$ cat src/rtl/imp_exc_pkg.sv
// Shared types and constants for the impedance excitation sequencer.
package imp_exc_pkg;

    typedef enum logic [1:0] {
        IDLE   = 2'd0,
        ARM    = 2'd1,
        RUN    = 2'd2,
        STOP_S = 2'd3
    } state_t;

    localparam int STEP_W = 6;

    localparam logic [STEP_W-1:0] STEPS_32 = 6'd32;
    localparam logic [STEP_W-1:0] STEPS_16 = 6'd16;

    // Number of DAC steps in one sine period for the captured StepNum.
    function automatic logic [STEP_W-1:0] steps_per_period(input logic step16);
        return step16 ? STEPS_16 : STEPS_32;
    endfunction

endpackage

$ cat src/rtl/imp_clk_div_toggle.sv
// Toggle-clock divider: tclk flips every (half_period+1) enabled Clk cycles.
// The half-period timer is a down-counter that reloads on terminal count, so
// the first enabled cycle toggles at once. Disabling clears the timer and
// parks tclk low.
module imp_clk_div_toggle #(
    parameter int DIV_W = 8
) (
    input  logic             Clk,
    input  logic             Resetn,
    input  logic             en,
    input  logic [DIV_W-1:0] half_period,
    output logic             tclk,
    output logic             rise_stb,
    output logic             tc
);

    logic [DIV_W-1:0] cnt;

    // tc: a toggle is due on this edge if enabled; rise_stb: that toggle goes high.
    assign tc       = (cnt == '0);
    assign rise_stb = en && tc && !tclk;

    // Half-period down-counter and toggle flop.
    always_ff @(posedge Clk or negedge Resetn) begin
        if (!Resetn) begin
            cnt  <= '0;
            tclk <= 1'b0;
        end else if (!en) begin
            cnt  <= '0;
            tclk <= 1'b0;
        end else if (tc) begin
            cnt  <= half_period;
            tclk <= ~tclk;
        end else begin
            cnt <= cnt - 1'b1;
        end
    end

endmodule

$ cat src/rtl/imp_exc_seq.sv
// Excitation sequencer in front of the DAC step controller.
// Optional PhaseIdx output enabled by macro IMP_EXC_PHASE_MIRROR_EN.
//
// state  | meaning
// IDLE   | DAC controller held in reset, waiting for Start
// ARM    | DAC reset released, DacClk parked low for ARM_CYCLES
// RUN    | DacClk toggling, counting steps and periods
// STOP_S | last period complete, CountEnable dropped for one cycle
module imp_exc_seq
    import imp_exc_pkg::*;
#(
    parameter int DIV_W      = 8,
    parameter int PER_W      = 8,
    parameter int ARM_CYCLES = 2
) (
    input  logic             Clk,
    input  logic             Resetn,
    input  logic             Start,
    input  logic             Stop,
    input  logic [DIV_W-1:0] DivSel,
    input  logic [PER_W-1:0] NumPeriods,
    input  logic             StepNum,
    output logic             DacClk,
    output logic             CountEnable,
    output logic             DacResetn,
    output logic             Busy,
    output logic             Done,
`ifdef IMP_EXC_PHASE_MIRROR_EN
    output logic [4:0]       PhaseIdx,
`endif
    output logic [PER_W-1:0] PeriodCnt
);

    localparam int ARM_W = (ARM_CYCLES > 1) ? $clog2(ARM_CYCLES) : 1;
    localparam logic [ARM_W-1:0]  ARM_LOAD = ARM_W'(ARM_CYCLES - 1);
    localparam logic [STEP_W-1:0] STEP_ONE = STEP_W'(1);
    localparam logic [PER_W-1:0]  PER_ONE  = PER_W'(1);

    state_t            state;
    state_t            state_nx;
    logic              done_nx;
    logic              div_en;
    logic              capture;
    logic [DIV_W-1:0]  div_q;
    logic [PER_W-1:0]  num_q;
    logic              step16_q;
    logic [ARM_W-1:0]  arm_cnt;
    logic [STEP_W-1:0] step_cnt;
    logic              stop_pend;
    logic              ending;
    logic              rise_stb;
    logic              div_tc;

    imp_clk_div_toggle #(
        .DIV_W (DIV_W)
    ) u_dac_div (
        .Clk         (Clk),
        .Resetn      (Resetn),
        .en          (div_en),
        .half_period (div_q),
        .tclk        (DacClk),
        .rise_stb    (rise_stb),
        .tc          (div_tc)
    );

    // State register.
    always_ff @(posedge Clk or negedge Resetn) begin
        if (!Resetn) begin
            state <= IDLE;
        end else begin
            state <= state_nx;
        end
    end

    // Next state, divider enable and Done request. The last ARM cycle enables
    // the divider so its first toggle (step 1) lands on the ARM->RUN edge. Once
    // the final period has been counted, the rise that would start a new
    // period is suppressed and replaced by the move to STOP_S.
    always_comb begin
        state_nx = state;
        done_nx  = 1'b0;
        div_en   = 1'b0;
        capture  = 1'b0;
        case (state)
            IDLE: begin
                if (Start && !Stop) begin
                    state_nx = ARM;
                    capture  = 1'b1;
                end
            end
            ARM: begin
                if (Stop) begin
                    state_nx = IDLE;
                    done_nx  = 1'b1;
                end else if (arm_cnt == '0) begin
                    state_nx = RUN;
                    div_en   = 1'b1;
                end
            end
            RUN: begin
                if (ending && div_tc && !DacClk) begin
                    state_nx = STOP_S;
                end else begin
                    div_en = 1'b1;
                end
            end
            STOP_S: begin
                state_nx = IDLE;
                done_nx  = 1'b1;
            end
            default: state_nx = IDLE;
        endcase
    end

    // Settings capture, arm timer, step/period counting and end-of-burst flags.
    always_ff @(posedge Clk or negedge Resetn) begin
        if (!Resetn) begin
            div_q     <= '0;
            num_q     <= '0;
            step16_q  <= 1'b0;
            arm_cnt   <= '0;
            step_cnt  <= '0;
            PeriodCnt <= '0;
            stop_pend <= 1'b0;
            ending    <= 1'b0;
        end else if (capture) begin
            div_q     <= DivSel;
            num_q     <= NumPeriods;
            step16_q  <= StepNum;
            arm_cnt   <= ARM_LOAD;
            step_cnt  <= '0;
            PeriodCnt <= '0;
            stop_pend <= 1'b0;
            ending    <= 1'b0;
        end else begin
            if (state == ARM && arm_cnt != '0) begin
                arm_cnt <= arm_cnt - 1'b1;
            end
            if (state == RUN && Stop) begin
                stop_pend <= 1'b1;
            end
            if (rise_stb) begin
                if ((step_cnt + STEP_ONE) == steps_per_period(step16_q)) begin
                    step_cnt <= '0;
                    if (PeriodCnt != '1) begin
                        PeriodCnt <= PeriodCnt + PER_ONE;
                    end
                    if (stop_pend || (num_q != '0 && (PeriodCnt + PER_ONE) == num_q)) begin
                        ending <= 1'b1;
                    end
                end else begin
                    step_cnt <= step_cnt + STEP_ONE;
                end
            end
        end
    end

    // Registered control outputs, decoded from the upcoming state.
    always_ff @(posedge Clk or negedge Resetn) begin
        if (!Resetn) begin
            CountEnable <= 1'b0;
            DacResetn   <= 1'b0;
            Busy        <= 1'b0;
            Done        <= 1'b0;
        end else begin
            CountEnable <= (state_nx == ARM) || (state_nx == RUN);
            DacResetn   <= (state_nx != IDLE);
            Busy        <= (state_nx != IDLE);
            Done        <= done_nx;
        end
    end

`ifdef IMP_EXC_PHASE_MIRROR_EN
    // Phase mirror: a free 5-bit step count per burst, so in 16-step mode the
    // second period of each 32-step cycle reads 16..31.
    always_ff @(posedge Clk or negedge Resetn) begin
        if (!Resetn) begin
            PhaseIdx <= '0;
        end else if (state_nx == IDLE || state_nx == ARM) begin
            PhaseIdx <= '0;
        end else if (rise_stb) begin
            PhaseIdx <= PhaseIdx + 5'd1;
        end
    end
`endif

endmodule
$ cat config.mk
export PLATFORM = sky130hd
export DESIGN_NAME = imp_exc_seq
export DESIGN_NICKNAME = d
export VERILOG_FILES = /design/src/rtl/imp_exc_pkg.sv /design/src/rtl/imp_clk_div_toggle.sv /design/src/rtl/imp_exc_seq.sv
export SDC_FILE = /design/constraint.sdc
export NUM_CORES = 1
export LEC_CHECK = 0
export BUFFER_PORTS_ARGS = -buffer_cell sky130_fd_sc_hd__buf_4
export CORE_ASPECT_RATIO = 0.6
export CORE_MARGIN = 2
export CORE_UTILIZATION = 55
export CTS_CLUSTER_SIZE = 30
export DETAILED_ROUTE_END_ITERATION = 12
export HOLD_SLACK_MARGIN = 0.1
export PLACE_DENSITY_LB_ADDON = 0.25
export SYNTH_ARGS = -nofsm -noshare
export SYNTH_HDL_FRONTEND = slang
export SYNTH_SLANG_ARGS = --single-unit
$ cat constraint.sdc
create_clock -name Clk -period 4.7 [get_ports Clk]
set_input_delay 0.705 -clock Clk [delete_from_list [all_inputs] [get_ports Clk]]
set_output_delay 0.705 -clock Clk [all_outputs]
set_load 0.05 [all_outputs]
-- Word level (Yosys, flattened, before mapping)
Index checks and enable logic that the tools add are counted.
- add/subtract/negate cells: 4
- equality and inequality tests: 9
- muxes and demuxes: 33
- bitwise logic cells: 1
- reductions and logical operators: 24
- operators with widths (operator ; count):
    2-to-1 mux 8 bit ; 6
    2-to-1 mux 6 bit ; 4
    2-to-1 mux 1 bit ; 16
    nonzero test 2 bit ; 7
    adder 8 x 1 -> 8 bit, second input constant ; 1
    equality test 8 bit ; 1
    logical AND 1 bit ; 8
    logical NOT 8 bit ; 1
    2-to-1 mux 2 bit ; 4
    inequality test 8 bit, second input constant ; 1
    case mux 2 bit (4 select lines) ; 1
    nonzero test 8 bit ; 1
    subtractor 8 x 1 -> 8 bit, second input constant ; 1
    adder 6 x 1 -> 6 bit, second input constant ; 1
    equality test 2 bit, second input constant ; 3
    equality test 6 bit ; 1
    AND reduction 3 bit ; 2
    equality test 2 x 1 -> 1 bit, second input constant ; 2
    case mux 1 bit (2 select lines) ; 2
    logical NOT 1 bit ; 2
    logical NOT 2 bit ; 1
    logical OR 1 bit ; 2
    inequality test 2 bit, second input constant ; 1
    inverter 1 bit ; 1
    subtractor 1 bit, second input constant ; 1
- register bits: 48
- bits of input ports: 21
- output and inout port bits: 13
- word-level logic and storage cells: 85

-- Longest topological paths before layout
Gate-level depths: netlist of run 1.
- depth after elaboration: 9
- depth in mapped cells: 9
- gate-level depth less buffers: 8

-- By module
Synthesis of run 1 repeated with hierarchy kept, for this count alone.
- cell total of the unflattened synthesis: 302
- area, all modules: 2742.6 µm²
- modules (own cells, without submodules) (module ; instances ; cells each ; area an instance (µm²) ; seq. area each (µm²)):
    imp_exc_seq ; 1 ; 250 ; 2230.9 ; 975.9
    imp_clk_div_toggle ; 1 ; 52 ; 511.7 ; 225.2

-- Worst setup path after synthesis of run 1
Ideal clock, no wire load.
- kind: register -> register
- start: register step_cnt[1]
- end: register PeriodCnt[5]
- library setup time: 120 ps
- data arrival time: 1991 ps
- data required time: 4580 ps
- setup slack: 2589 ps
- cell stages (with the launch flop): 10
- buffers on the path: 2
- clock period less this slack: 2111 ps
- path through: dfrtp_1 > ha_1 > clkbuf_1 > nor3_1 > a41o_1 > o311a_1 > o2111a_1 > buf_2 > a211oi_1 > a31o_2
- word-level cells in the longest chain between the ends: 4
- ends and longest elaborated chain (what ; RTL line ; source):
    from (decl) ; imp_exc_seq.sv:48 ; logic [STEP_W-1:0] step_cnt;
    from (signal assigned) ; imp_exc_seq.sv:152 ; step_cnt <= step_cnt + STEP_ONE;
    adder 6 x 1 -> 6 bit ; imp_exc_seq.sv:143 ; if ((step_cnt + STEP_ONE) == steps_per_period(step16_q)) begin
    equality test 6 bit ; imp_exc_seq.sv:143 ;
    nonzero test 2 bit (no line) ; - ;
    AND reduction 3 bit (no line) ; - ;
    to (signal assigned) ; imp_exc_seq.sv:146 ; PeriodCnt <= PeriodCnt + PER_ONE;
    to (decl) ; imp_exc_seq.sv:31 ; output logic [PER_W-1:0] PeriodCnt
Every way passes these cells.
A chain may end at the register's enable or synchronous reset.

-- Worst setup path after layout of run 1
- start: register state[1]
- end: register PeriodCnt[3]
- word-level cells in the longest chain between the ends: 6
- elaborated cells between the ends (all ways): 12
- classes of those cells: eq/ne: 2; mux: 3; reduce/logical: 7
- ends and longest elaborated chain (what ; RTL line ; source):
    from (decl) ; imp_exc_seq.sv:39 ; state_t state;
    from (signal assigned) ; imp_exc_seq.sv:71 ; state <= state_nx;
    equality test 2 bit / equality test 2 x 1 -> 1 bit (equally long branches) ; imp_exc_seq.sv:84 ; case (state)
    case mux 1 bit (2 select lines) ; imp_exc_seq.sv:84 ;
    logical AND 1 bit (2 in a row) ; imp_clk_div_toggle.sv:21 ; assign rise_stb = en && tc && !tclk;
    nonzero test 2 bit (no line) ; - ;
    AND reduction 3 bit (no line) ; - ;
Several ways; a longest one is shown, not always the timed one.

==> flow_summary.ini, run 1 <==
[run_status]
status = complete, no violations

[worst_setup_path]
path_cells = inv_1 -> ha_1 -> nor3b_1 -> a21oi_1 -> nor4b_4 -> o2111a_1 -> nand4_1 -> mux2i_1
worstPathRequired_ns = 4.92
cp.arrival_ns = 2.93
start_kind = register
worst_path_max_delay_cell = nor4b_4
critPathMaxFanout = 11
slowest_delay_ns = 0.60
crit_type = reg2reg
end_kind = register

[sta]
hold_ws_ns = 0.406
rsz0062_at_grt = no
setup_viol = 0
max_clock_freq_mhz = 369
relSlewSlack = 0.319
layout_min_cycle_time_ns = 2.71
fin_crit_sh = 0.577
hold_viol = 0
tns_ns = 0
drv_slew = 0
tightest_slew_ns = 1.02
final.setup_skew_ns = 0.00644

[global_route]
grt_pass1_vias = 1931
track_usage = 0.219
antenna_found_initial = 0
grt_max_degree = 49
grt_pass1_wl_um = 9310
grt-ovfl-total = 0

[power_and_ir_drop]
power.density_nw_per_um2 = 563
ir_worst_vdd_mv = 0.324
leakagePower_nw = 1.47
p_sw_mw = 0.724
sw_frac_of_total = 0.423
seqPwrFrac = 0.408
pwr-share-comb = 0.454
p_int_mw = 0.987
clkPwrFrac = 0.138

[cells_and_area]
multi_input_area_um2 = 1370
final_cells = 385
drive_above_1_share = 0.155
regArea_um2 = 1200
postLayoutCoreUtil = 0.656
syn2layout_area_growth_pct = 12.7
final_nets = 355
fill_cells = 384
num_antenna_cells = 0

[route]
dr.pass1.iters = 5
vias = 2132
ant_nets = 0
wl_per_cell_um = 14.0
drt_iter0_markers = 124
drt-total-wl_um = 5400
remaining_drc_errors = 0
vias_per_cell = 5.54

[logic_synthesis]
avgSynthCellArea_um2 = 9.11
ys_seq_area_frac = 0.445
synth-edff-count = 0
synth_nets = 329
yosysTopAreaCell = dfrtp_1
yosys_register_bits = 48
synthArstFlopShare = 1.00
ys_types = 47
yosysMostFrequentCell = nand2_1
synthFlopType = dfrtp_1
synth_commonest_cells = nand2_1, dfrtp_1, o21ai_0
synth_top_area_share = 0.445
syn_inst = 296
yosysWarnings = 0
yosys-top-cells-area = dfrtp_1, nand2_1, ha_1
synth_area_um2 = 2700

[clock_tree]
insertion_delay_ns = 0.30
postCtsSetupBuffers = 0
ctsResizeCount = 0
cts_root_buf = clkbuf_8
cts.htree.levels = 2
cts_sinks = 48
hold_buffers = 0
clkTransAtPathRegs_ns = 0.08
cts.path.max_buffers = 2
cts_buffers = 5
cts_tree = yes

[floorplanning]
io_pins = 34
die_width_um = 94.4
die_area_um2 = 5500
die_y_um = 58.2
rows = 19
coreArea_um2 = 4640
initial_core_util = 0.582

[hold_path]
hp-class = in2async

[placement]
dp_cells = 378
hpwl_um = 3780
io_buffers = 33
place_congestion = 0.867

[flow_run]
maxCapViolCount = 0
## metrics by stage
step	area [um^2]	power (mW)	setup WS, ns
2_1_floorplan	2700	1.30	2.59
3_3_place_gp	2960	1.46	1.97
3_5_place_dp	2960	1.48	1.89
4_1_cts	3040	1.72	1.97
5_1_grt	3040	1.86	1.76
6_report	3040	1.71	1.99
## logic make-up (layout without fill, tap and decap cells)
kind of cell             count (synthesis)  in the layout  synth area share
multiplexers                             5              5            0.0190
AND/OR/NAND/NOR                        134            134             0.252
flip-flops                              48             48             0.445
adder cells (fa/ha/maj)                 12             12            0.0557
AO/OA/AOI/OAI                           45             45             0.112
buffers and inverters                   31             57            0.0478
XOR/XNOR                                21             21            0.0682
## sequential cells by signal, indices dropped and copies added (netlist names)
register        flops
num_q               8
Busy                1
stop_pend           1
div_q               8
PeriodCnt           8
state               2
ending              1
step_cnt            6
u_dac_div.tclk      1
u_dac_div.cnt       8
CountEnable         1
arm_cnt             1
step16_q            1
Done                1
## per-layer routing
layer  GRT usage  vias up  wire length, um  part of all wire
met4      0.0497        0               35            0.0065
met5           0        -                0                 0
li1            -     1051                -                 -
met2       0.311       74             2290              0.42
met3      0.0663        6              445             0.082
met1       0.330     1001             2640              0.49
## critical path, delay by kind of cell (launching register included)
family	cells	cell delay, ns
and+or+nand+nor	3	1.05
adders and majority gates	1	0.20
AOI/OAI and AO/OA	2	0.64
buffers and inverters	1	0.11
DFF	1	0.43
muxes	1	0.21
## path summary, 6_finish.rpt
check	from	end	slack [ns]	cells past startpoint
min	Resetn	div_q[2]	0.41	1
max reg2reg	state[1]	PeriodCnt[3]	1.99	8
max in group asynchronous	Resetn	PeriodCnt[2]	3.90	1
min reg2reg	div_q[7]	u_dac_div.cnt[7]	0.48	2
min in group Clk	div_q[7]	u_dac_div.cnt[7]	0.48	2
max	state[1]	PeriodCnt[3]	1.99	8
## cell usage in the layout (no fill, tap or decap), types with 5 or more instances in the layout
| master | count |
|---|---|
| nor3_1 | 5 |
| a21oi_1 | 7 |
| inv_1 | 16 |
| ha_1 | 12 |
| nor2_1 | 16 |
| clkbuf_8 | 5 |
| nor4_1 | 5 |
| o21ai_0 | 17 |
| nand2_1 | 70 |
| buf_4 | 34 |
| dfrtp_1 | 48 |
| nand4_1 | 6 |
| xnor2_1 | 13 |
| xor2_1 | 8 |
| nor2b_1 | 5 |
## power by group through the flow
stage / combinational, mW / sequential [mW] / clock (mW)
2_1_floorplan: 0.577 / 0.721 / 0
3_3_place_gp: 0.756 / 0.700 / 0
3_5_place_dp: 0.774 / 0.705 / 0
4_1_cts: 0.784 / 0.696 / 0.241
5_1_grt: 0.879 / 0.720 / 0.258
6_report: 0.777 / 0.698 / 0.236
## layout make-up
class	count	share of cell area
Inverter	16	0.0198
Timing Repair Buffer	34	0.0840
Tap cell	63	0.0259
Sequential cell	48	0.395
Multi-Input combinational cell	217	0.450
Clock buffer	6	0.0239
Clock inverter	1	0.00165
Note: power is estimated with default switching activity, not from simulation.
==> run 2: changes to the inputs <==
Clock period 4.7 ns to 2.6 ns, I/O delays scaled along.
==> run 2 against run 1 <==
Net effect: total power is 86% higher; worst hold slack got worse by 0.31 ns; via count rose by 1.2%; global-route usage increased by 1.5 points; non-clock buffer count grew 4; critical path type unchanged; largest power group unchanged; highest routed layer unchanged.
==> flow_summary.ini, run 2 (synthesis gave the netlist of run 1 again) <==
[run_status]
status = complete, no violations

[route]
remaining_drc_errors = 0
wl_per_cell_um = 14.4
dr.pass1.iters = 4
vias_per_cell = 5.53
drt_iter0_markers = 135
ant_nets = 0
drt-total-wl_um = 5600
vias = 2158

[sta]
max_clock_freq_mhz = 418
tns_ns = 0
tightest_slew_ns = 0.669
drv_slew = 0
fin_crit_sh = 0.919
rsz0062_at_grt = no
final.setup_skew_ns = 0.0113
setup_viol = 0
worst_slack_ns = 0.209
relSlewSlack = 0.552
layout_min_cycle_time_ns = 2.39
hold_viol = 0
hold_ws_ns = 0.0942

[clock_tree]
cts_sinks = 48
cts_tree = yes
cts.path.max_buffers = 2
cts_buffers = 5
cts_root_buf = clkbuf_8
hold_buffers = 0
insertion_delay_ns = 0.30
cts.htree.levels = 2
clkTransAtPathRegs_ns = 0.10

[cells_and_area]
fill_cells = 417
layout_common_cells = nand2_1, dfrtp_1, buf_4, o21ai_0
syn2layout_area_growth_pct = 14.6
mostFrequentLayoutCell = nand2_1
final_nets = 359
num_antenna_cells = 0
drive_above_1_share = 0.171
fin_area_um2 = 3090
postLayoutCoreUtil = 0.667
final_cells = 390

[placement]
io_buffers = 33
hpwl_um = 4010
place_congestion = 0.845
dp_cells = 382
postPlaceCellArea_um2 = 2990
preCtsSetupSlack_ns = 0.257

[floorplanning]
coreArea_um2 = 4640
io_pins = 34
rows = 19
initial_core_util = 0.582
die_y_um = 58.2
die_area_um2 = 5500
die_width_um = 94.4

[hold_path]
hp-class = in2async

[worst_setup_path]
path_cells = ha_1 -> nand3b_1 -> nor3_1 -> nand4b_1 -> o2111a_1 -> a211oi_1 -> a31o_2
start_kind = register
r2r_end = PeriodCnt[5]
reg2reg_depth = 7
worst_path_max_delay_cell = dfrtp_1
r2r_start = step_cnt[0]
worstPathRequired_ns = 2.79
r2r_setup_slack_ns = 0.21
crit_type = reg2reg
crit_start = step_cnt[0]
cp.arrival_ns = 2.59
crit_path_end = PeriodCnt[5]
critPathMaxFanout = 10
end_kind = register
slowest_delay_ns = 0.50

[global_route]
grt-ovfl-total = 0
grt_pass1_vias = 2105
grt_pass1_wl_um = 9970
grt_max_degree = 49
track_usage = 0.234
antenna_found_initial = 0

[power_and_ir_drop]
ir_worst_vdd_mv = 0.501
leakagePower_nw = 1.50
totalPowerFinal_mw = 3.18
power.density_nw_per_um2 = 1030

[flow_run]
maxCapViolCount = 0
[run 2: cell count changes in the layout (fill, tap and decap cells not counted)]
cell / change
buf_4: +4
clkbuf_8: +1
clkinv_2: -1
clkinvlp_4: +1
nor3b_1: -1
nor3b_2: +1
[run 2: how the worst min path moves through the flow]
stage	slack (ns)	endpoint	startpoint	cells after the start
global route	0.14	num_q[2]	Resetn	1
CTS	0.12	div_q[6]	Resetn	1
finish	0.09	u_dac_div.cnt[0]	Resetn	1
detailed placement	0.44	div_q[3]	Resetn	1
global placement	0.44	div_q[5]	Resetn	1
floorplan	0.09	Busy	Resetn	0
[run 2: critical path: cells and delay by family (launching register included)]
family | cells | cell delay, ns
fa+ha+maj | 1 | 0.35
flops | 1 | 0.50
compound gates | 3 | 0.80
simple gates | 3 | 0.64
[run 2: layer usage]
metal,part of all wire,vias up,track usage,wire length [um]
met5,0,-,0,0
met4,0.0071,0,0.0497,40
met3,0.043,7,0.0442,239
met2,0.44,48,0.357,2460
met1,0.51,1042,0.352,2860
li1,-,1061,-,-
[run 2: report_power, final]
part	internal (mW)	switching, mW
sequential	1.01	0.255
clock	0.217	0.258
combinational	0.617	0.830
[run 2: layout make-up]
class	count	area, um^2	area share
inverters	16	60.1	0.0194
clock buffers	7	86.3	0.0279
well taps	63	78.8	0.0255
repair buffers	38	285	0.0923
multi-input cells	217	1370	0.444
flip-flops and latches	48	1200	0.389
clock inverters	1	7.51	0.00243
[run 2: repair_timing]
item                       4_1_cts  5_1_grt
buffers inserted                 0        0
gates resized for setup          0        1
hold endpoints to repair         0        0
setup endpoints to repair        0        2
